<file path="src/rtl/processing_unit.sv">
// processing_unit: FP16 (IEEE-754 half precision) adder built as a five-state
// machine (IDLE, ALIGN, ADD, NORM, DONE). Operands are captured in IDLE, the
// sum is rounded to nearest-even, and P is updated together with a one-cycle
// ready strobe. Subnormals are handled without flushing to zero.
module processing_unit (
    input  logic        clk,
    input  logic        reset,
    input  logic        en,
    input  logic [15:0] a,
    input  logic [15:0] b,
    output logic [15:0] P,
    output logic        ready
);

    typedef enum logic [2:0] {IDLE, ALIGN, ADD, NORM, DONE} state_t;

    state_t      state;
    logic [15:0] op_a;
    logic [15:0] op_b;
    logic [13:0] big_sig;
    logic [13:0] small_sig;
    logic [4:0]  exp_big;
    logic        sign_big;
    logic        sub_op;
    logic        special;
    logic [15:0] special_val;
    logic [14:0] sum;
    logic [15:0] result;

    logic [15:0] big_op;
    logic [15:0] small_op;
    logic [4:0]  e_big_c;
    logic [4:0]  e_small_c;
    logic [4:0]  diff_c;
    logic [13:0] big_c;
    logic [13:0] small_full;
    logic [13:0] small_c;
    logic [27:0] wide_c;
    logic        a_nan;
    logic        b_nan;
    logic        a_inf;
    logic        b_inf;
    logic        a_zero;
    logic        b_zero;
    logic        spec_c;
    logic [15:0] spec_val_c;

    logic [3:0]  lz;
    logic [6:0]  shamt;
    logic [6:0]  e_n;
    logic [6:0]  e_r;
    logic [13:0] m_n;
    logic [11:0] mant_rnd;
    logic [10:0] mant_f;
    logic        rnd_up;
    logic [15:0] result_c;

    // Unpack, order by magnitude, align the smaller significand (with GRS bits) and detect special operands
    always_comb begin
        big_op   = op_a;
        small_op = op_b;
        if (op_a[14:0] < op_b[14:0]) begin
            big_op   = op_b;
            small_op = op_a;
        end
        e_big_c    = (big_op[14:10] == 5'd0) ? 5'd1 : big_op[14:10];
        e_small_c  = (small_op[14:10] == 5'd0) ? 5'd1 : small_op[14:10];
        big_c      = {big_op[14:10] != 5'd0, big_op[9:0], 3'b000};
        small_full = {small_op[14:10] != 5'd0, small_op[9:0], 3'b000};
        diff_c     = e_big_c - e_small_c;
        wide_c     = {small_full, 14'd0} >> diff_c;
        if (diff_c >= 5'd14) begin
            small_c = {13'd0, |small_full};
        end else begin
            small_c = {wide_c[27:15], wide_c[14] | (|wide_c[13:0])};
        end

        a_nan  = (&op_a[14:10]) & (|op_a[9:0]);
        b_nan  = (&op_b[14:10]) & (|op_b[9:0]);
        a_inf  = (&op_a[14:10]) & ~(|op_a[9:0]);
        b_inf  = (&op_b[14:10]) & ~(|op_b[9:0]);
        a_zero = (op_a[14:0] == 15'd0);
        b_zero = (op_b[14:0] == 15'd0);

        spec_c     = 1'b0;
        spec_val_c = 16'h0000;
        if (a_nan || b_nan || (a_inf && b_inf && (op_a[15] != op_b[15]))) begin
            spec_c     = 1'b1;
            spec_val_c = 16'h7E00;
        end else if (a_inf) begin
            spec_c     = 1'b1;
            spec_val_c = op_a;
        end else if (b_inf) begin
            spec_c     = 1'b1;
            spec_val_c = op_b;
        end else if (a_zero && b_zero) begin
            spec_c     = 1'b1;
            spec_val_c = {op_a[15] & op_b[15], 15'd0};
        end
    end

    // Normalize the raw sum (clamped at exp=1 for gradual underflow), round to nearest-even and pack
    always_comb begin
        lz = 4'd14;
        for (int i = 0; i < 14; i++) begin
            if (sum[i]) lz = 4'(13 - i);
        end
        shamt = 7'd0;
        if (sum[14]) begin
            m_n = {sum[14:2], sum[1] | sum[0]};
            e_n = {2'b00, exp_big} + 7'd1;
        end else begin
            if ({3'b000, lz} < ({2'b00, exp_big} - 7'd1)) begin
                shamt = {3'b000, lz};
            end else begin
                shamt = {2'b00, exp_big} - 7'd1;
            end
            m_n = sum[13:0] << shamt;
            e_n = {2'b00, exp_big} - shamt;
        end

        rnd_up   = m_n[2] & (m_n[1] | m_n[0] | m_n[3]);
        mant_rnd = {1'b0, m_n[13:3]} + {11'd0, rnd_up};
        if (mant_rnd[11]) begin
            mant_f = mant_rnd[11:1];
            e_r    = e_n + 7'd1;
        end else begin
            mant_f = mant_rnd[10:0];
            e_r    = e_n;
        end

        if (special) begin
            result_c = special_val;
        end else if (sum == 15'd0) begin
            result_c = 16'h0000;
        end else if (e_r >= 7'd31) begin
            result_c = {sign_big, 5'h1F, 10'd0};
        end else begin
            result_c = {sign_big, mant_f[10] ? e_r[4:0] : 5'd0, mant_f[9:0]};
        end
    end

    // State machine and pipeline registers; P and ready are registered and updated only from DONE
    always_ff @(posedge clk or negedge reset) begin
        if (!reset) begin
            state       <= IDLE;
            op_a        <= 16'd0;
            op_b        <= 16'd0;
            big_sig     <= 14'd0;
            small_sig   <= 14'd0;
            exp_big     <= 5'd0;
            sign_big    <= 1'b0;
            sub_op      <= 1'b0;
            special     <= 1'b0;
            special_val <= 16'd0;
            sum         <= 15'd0;
            result      <= 16'd0;
            P           <= 16'd0;
            ready       <= 1'b0;
        end else begin
            ready <= 1'b0;
            case (state)
                IDLE: begin
                    if (en) begin
                        op_a  <= a;
                        op_b  <= b;
                        state <= ALIGN;
                    end
                end
                ALIGN: begin
                    big_sig     <= big_c;
                    small_sig   <= small_c;
                    exp_big     <= e_big_c;
                    sign_big    <= big_op[15];
                    sub_op      <= op_a[15] ^ op_b[15];
                    special     <= spec_c;
                    special_val <= spec_val_c;
                    state       <= ADD;
                end
                ADD: begin
                    if (sub_op) begin
                        sum <= {1'b0, big_sig} - {1'b0, small_sig};
                    end else begin
                        sum <= {1'b0, big_sig} + {1'b0, small_sig};
                    end
                    state <= NORM;
                end
                NORM: begin
                    result <= result_c;
                    state  <= DONE;
                end
                DONE: begin
                    P     <= result;
                    ready <= 1'b1;
                    state <= IDLE;
                end
                default: state <= IDLE;
            endcase
        end
    end

endmodule

</file>
<file path="config.mk">
export PLATFORM = sky130hd
export DESIGN_NAME = processing_unit
export DESIGN_NICKNAME = d
export VERILOG_FILES = /design/src/rtl/processing_unit.sv
export SDC_FILE = /design/constraint.sdc
export NUM_CORES = 1
export LEC_CHECK = 0
export CELL_PAD_IN_SITES_DETAIL_PLACEMENT = 1
export CELL_PAD_IN_SITES_GLOBAL_PLACEMENT = 2
export CORE_UTILIZATION = 39
export DETAILED_ROUTE_END_ITERATION = 8
export PLACE_DENSITY = 0.86
export SLEW_MARGIN = 20
export SYNTH_ARGS = -nofsm -noshare
export SYNTH_HDL_FRONTEND = slang
export SYNTH_SLANG_ARGS = --single-unit
export TNS_END_PERCENT = 100
</file>
<file path="constraint.sdc">
create_clock -name clk -period 6 [get_ports clk]
set_input_delay 1.2 -clock clk [delete_from_list [all_inputs] [get_ports clk]]
set_output_delay 1.2 -clock clk [all_outputs]
set_load 0.02 [all_outputs]
</file>
==> results.txt <==
Across the run, the number of max-cap violations was 0. The netlist uses 97 different library cells. sky130_fd_sc_hd__dfrtp_1 takes more of the synthesized area than any other cell. The critical path goes through nor2_1 > nand2_1 > o21ai_2 > inv_1 > ha_1 > nand2_1 > nand2_1 > and3_1 > o211ai_2 > nand2_4 > clkinv_2 > buf_4 > nor3_1 > o31ai_1 > a211oi_4 > and3_1 > and3_4 > a211oi_4 > or2_2 > o31ai_4.

The most numerous cell type found on the critical path is sky130_fd_sc_hd__nand2_1. The tools report the sum of routed wire length over all layers as 27,150 µm. Clock root buffer: sky130_fd_sc_hd__clkbuf_16.

STA classifies the critical path startpoint as a flip-flop. For the final cell count without fillers, the log shows 1,422. The area of the mapped netlist is 9467 µm², and the pin count of the biggest net entering global routing is 83. After the first detailed-routing iteration, the DRC count stood at 466.

In this run the worst path has a maximum fanout of 15. Category of the most critical setup path: reg2reg. The run gives 8,266 as the via count of the first global-routing pass. The floorplan die height works out to 157.8 µm. TritonCTS built the clock tree. Number of diodes: 0.

The average vias per placed instance was 5.668. Width of the die: 157.8 µm. The run gives 0 as the max-slew violation count. After routing, the total negative slack on setup checks comes to 0 ns.

The largest individual stage delay along the critical path comes from the cell sky130_fd_sc_hd__dfrtp_1. STA classifies the critical path endpoint as a flip-flop. At the end of the flow, the number of nets in the layout was 1,181. The number of buffers inserted during clock tree synthesis is 17, and the effective utilization at floorplan is 40.09%. For the area of the core, the log shows 23,610 µm². Including well taps, the total number of placed cells is 1,390. Sorting the synthesized cells by how often they occur yields sky130_fd_sc_hd__dfrtp_1 (132), sky130_fd_sc_hd__nand2_1 (118), sky130_fd_sc_hd__nor2_1 (79), sky130_fd_sc_hd__o21ai_0 (75), sky130_fd_sc_hd__a21oi_1 (72). Sequential cells were found to cover 34.89% of the synthesized design area. The weighted congestion at the end of routability-driven global placement was 0.8887.

By area the synthesized netlist is led by sky130_fd_sc_hd__dfrtp_1 (35%), sky130_fd_sc_hd__ha_1 (7.0%), sky130_fd_sc_hd__nand2_1 (4.7%), sky130_fd_sc_hd__mux2_2 (4.6%), sky130_fd_sc_hd__o21ai_0 (4.0%). Setup repair after global routing left no endpoint under its margin. Once layout is complete, the utilization of the core stands at 46.35%. The flow ran to the end, and the final reports show no timing, DRC or antenna violations. Setup violations remaining at the end of the flow were counted as 0.

The synthesized design contains 132 register bits. The worst path in the final design needs a cycle of 5.612 ns, including I/O delays and setup. The number of antenna violations at the first check in global routing was 0; the fraction of synthesized cell area taken by the top area cell type was 34.89%. Cell with the most instances after synthesis: sky130_fd_sc_hd__dfrtp_1. The tightest min-delay check is of the reg2reg type. The final clock period utilization by the worst path works out to 93.53%.

The initialized floorplan defines 56 standard-cell rows. The largest single stage delay on the critical path is 0.48 ns. During synthesis, Yosys emitted a total of 0 warnings. Once detailed placement completed, the half-perimeter wirelength came to 20,540 µm.

After clock tree synthesis, the clock-pin slew on the worst setup and hold paths is 0.06 ns. For the floorplan die area, the log shows 24,900 µm². The count of port buffers added during placement was 51; the clock sink count was 132. The number of optimization iterations in the first detailed-route pass is 5, and the proportion of layout cells with a drive suffix above 1 is 13.78%. For the pin with the worst max-slew slack, the measured transition is 0.8811 ns.

After synthesis, the mean cell area works out to 9.007 µm². After synthesis, the share of flip-flops with an asynchronous set or reset is 100.0%. Total via count after detailed routing: 8,060. The number of buffers and inverters on the critical path is 3.

In this run the number of H-tree levels came out at 4. Pin placement for this block handled 52 I/O pins. The number of antenna-violating nets in the routed design was 0; the final-layout worst hold slack was 0.4815 ns. The number of enable flip-flop cells after synthesis came out at 0. The clock skew after layout is 0.01334 ns, and the number of buffers on the longest clock path is 2. The most used flip-flop cell after synthesis is sky130_fd_sc_hd__dfrtp_1.

Compared with the post-synthesis result, the final layout area differs by 15.62%. Global routing used 23.35% of the available tracks across all layers. The logs give 1,051 for the post-synthesis cell count and 5.96 ns for the data arrival at the endpoint of the critical path.

Timing would allow up to 0.1782 GHz. In the final routed layout, each cell accounts on average for 19.09 µm. The number of hold violations in the final report is 0, and the clock network latency to the later pin of the worst-skew pair is 0.43 ns. After clock tree synthesis, the flow added hold-fix buffers numbering 0. In this design, the largest share of critical-path delay is due to simple AND/OR/NAND/NOR gates. The logs give 2,702 for the final-layout fill cell count and 0 for the number of DRC violations after detailed routing. In this run the tightest slew margin relative to its limit is 41.26%. The number of nets produced by synthesis came out at 1,142.

Global-route wire length before repair: 45,110 µm. The total congestion overflow after global routing is 0. Required time at the endpoint of the critical path: 6.34 ns.
[per-stage QoR]
step	area [µm²]	worst slack (ns)
floorplan	9467	0.8711
finish	10950	0.3880
global route	10950	0.01165
detailed placement	10310	0.1887
global placement	10310	0.05710
CTS	10900	0.1419
[routing by layer]
metal | global-route usage [%] | share of wire (%) | vias up
li1 | - | - | 3887
met1 | 33.72 | 50 | 3970
met2 | 35.66 | 45 | 167
met3 | 3.203 | 3.1 | 36
met4 | 7.859 | 2.2 | 0
met5 | 0 | 0 | -
[final timing paths]
path,end,depth (start not counted),slack [ns],from
setup / recovery,result[9],20,0.39,sum[8]
hold / removal,special_val[2],1,0.48,special_val[2]
setup reg to reg,result[9],20,0.39,sum[8]
hold reg to reg,special_val[2],1,0.48,special_val[2]
max in group asynchronous,exp_big[0],2,3.89,reset
min in group asynchronous,P[4],1,0.79,reset
[area by class of cell]
| type | instances | area [µm²] | share of cell area [%] |
|---|---|---|---|
| clock buffer | 17 | 425.4 | 3.887 |
| clock inverter | 15 | 162.7 | 1.486 |
| inverter | 58 | 226.5 | 2.069 |
| multi-input combinational | 806 | 5736 | 52.40 |
| sequential | 132 | 3304 | 30.19 |
| tap | 319 | 399.1 | 3.647 |
| timing repair buffer | 75 | 691.9 | 6.321 |
[cells by family (layout without fill, tap and decap cells)]
kind of cell / after synthesis / count (layout) / synth area share (%)
DFF: 132 / 132 / 34.89
xor gates and xnor gates: 29 / 29 / 2.683
adders and majority gates: 56 / 56 / 7.640
and+or+nand+nor: 329 / 329 / 16.51
buffers and inverters: 113 / 165 / 5.168
AOI/OAI and AO/OA: 307 / 307 / 22.32
muxes: 85 / 85 / 10.78
[timing repair]
item,in CTS,in global routing
resized for setup,0,10
setup endpoints to repair,0,15
setup buffers,0,0
[state kept, by name (all words and copies together), names as in the netlist, 3 cells and up]
signal and count:
op_a 16, small_sig 14, result 16, big_sig 11, state 3, sum 15
exp_big 5, P 16, special_val 16, op_b 16
[cell usage in the layout (no fill, tap or decap), drive strengths merged, types with 9 or more instances in the layout]
cell type	netlist	routed
mux2	40	40
clkdlybuf4s50	0	50
and3	18	18
nand2b	10	10
a21o	13	13
o21a	10	10
and2	19	19
a211oi	15	15
a31oi	9	9
ha	53	53
nor3	25	25
nand3	17	17
o21ai	80	80
inv	55	63
xnor2	21	21
a21oi	76	76
nor2	79	79
a221oi	9	9
o21bai	11	11
nand2	119	119
nor4	10	10
o22ai	19	19
o31ai	13	13
clkbuf	35	17
mux2i	37	37
dfrtp	132	132
buf	20	25
Power is not shown: default switching activity piles up to over one toggle a cycle in this logic, so the estimate is an artifact.
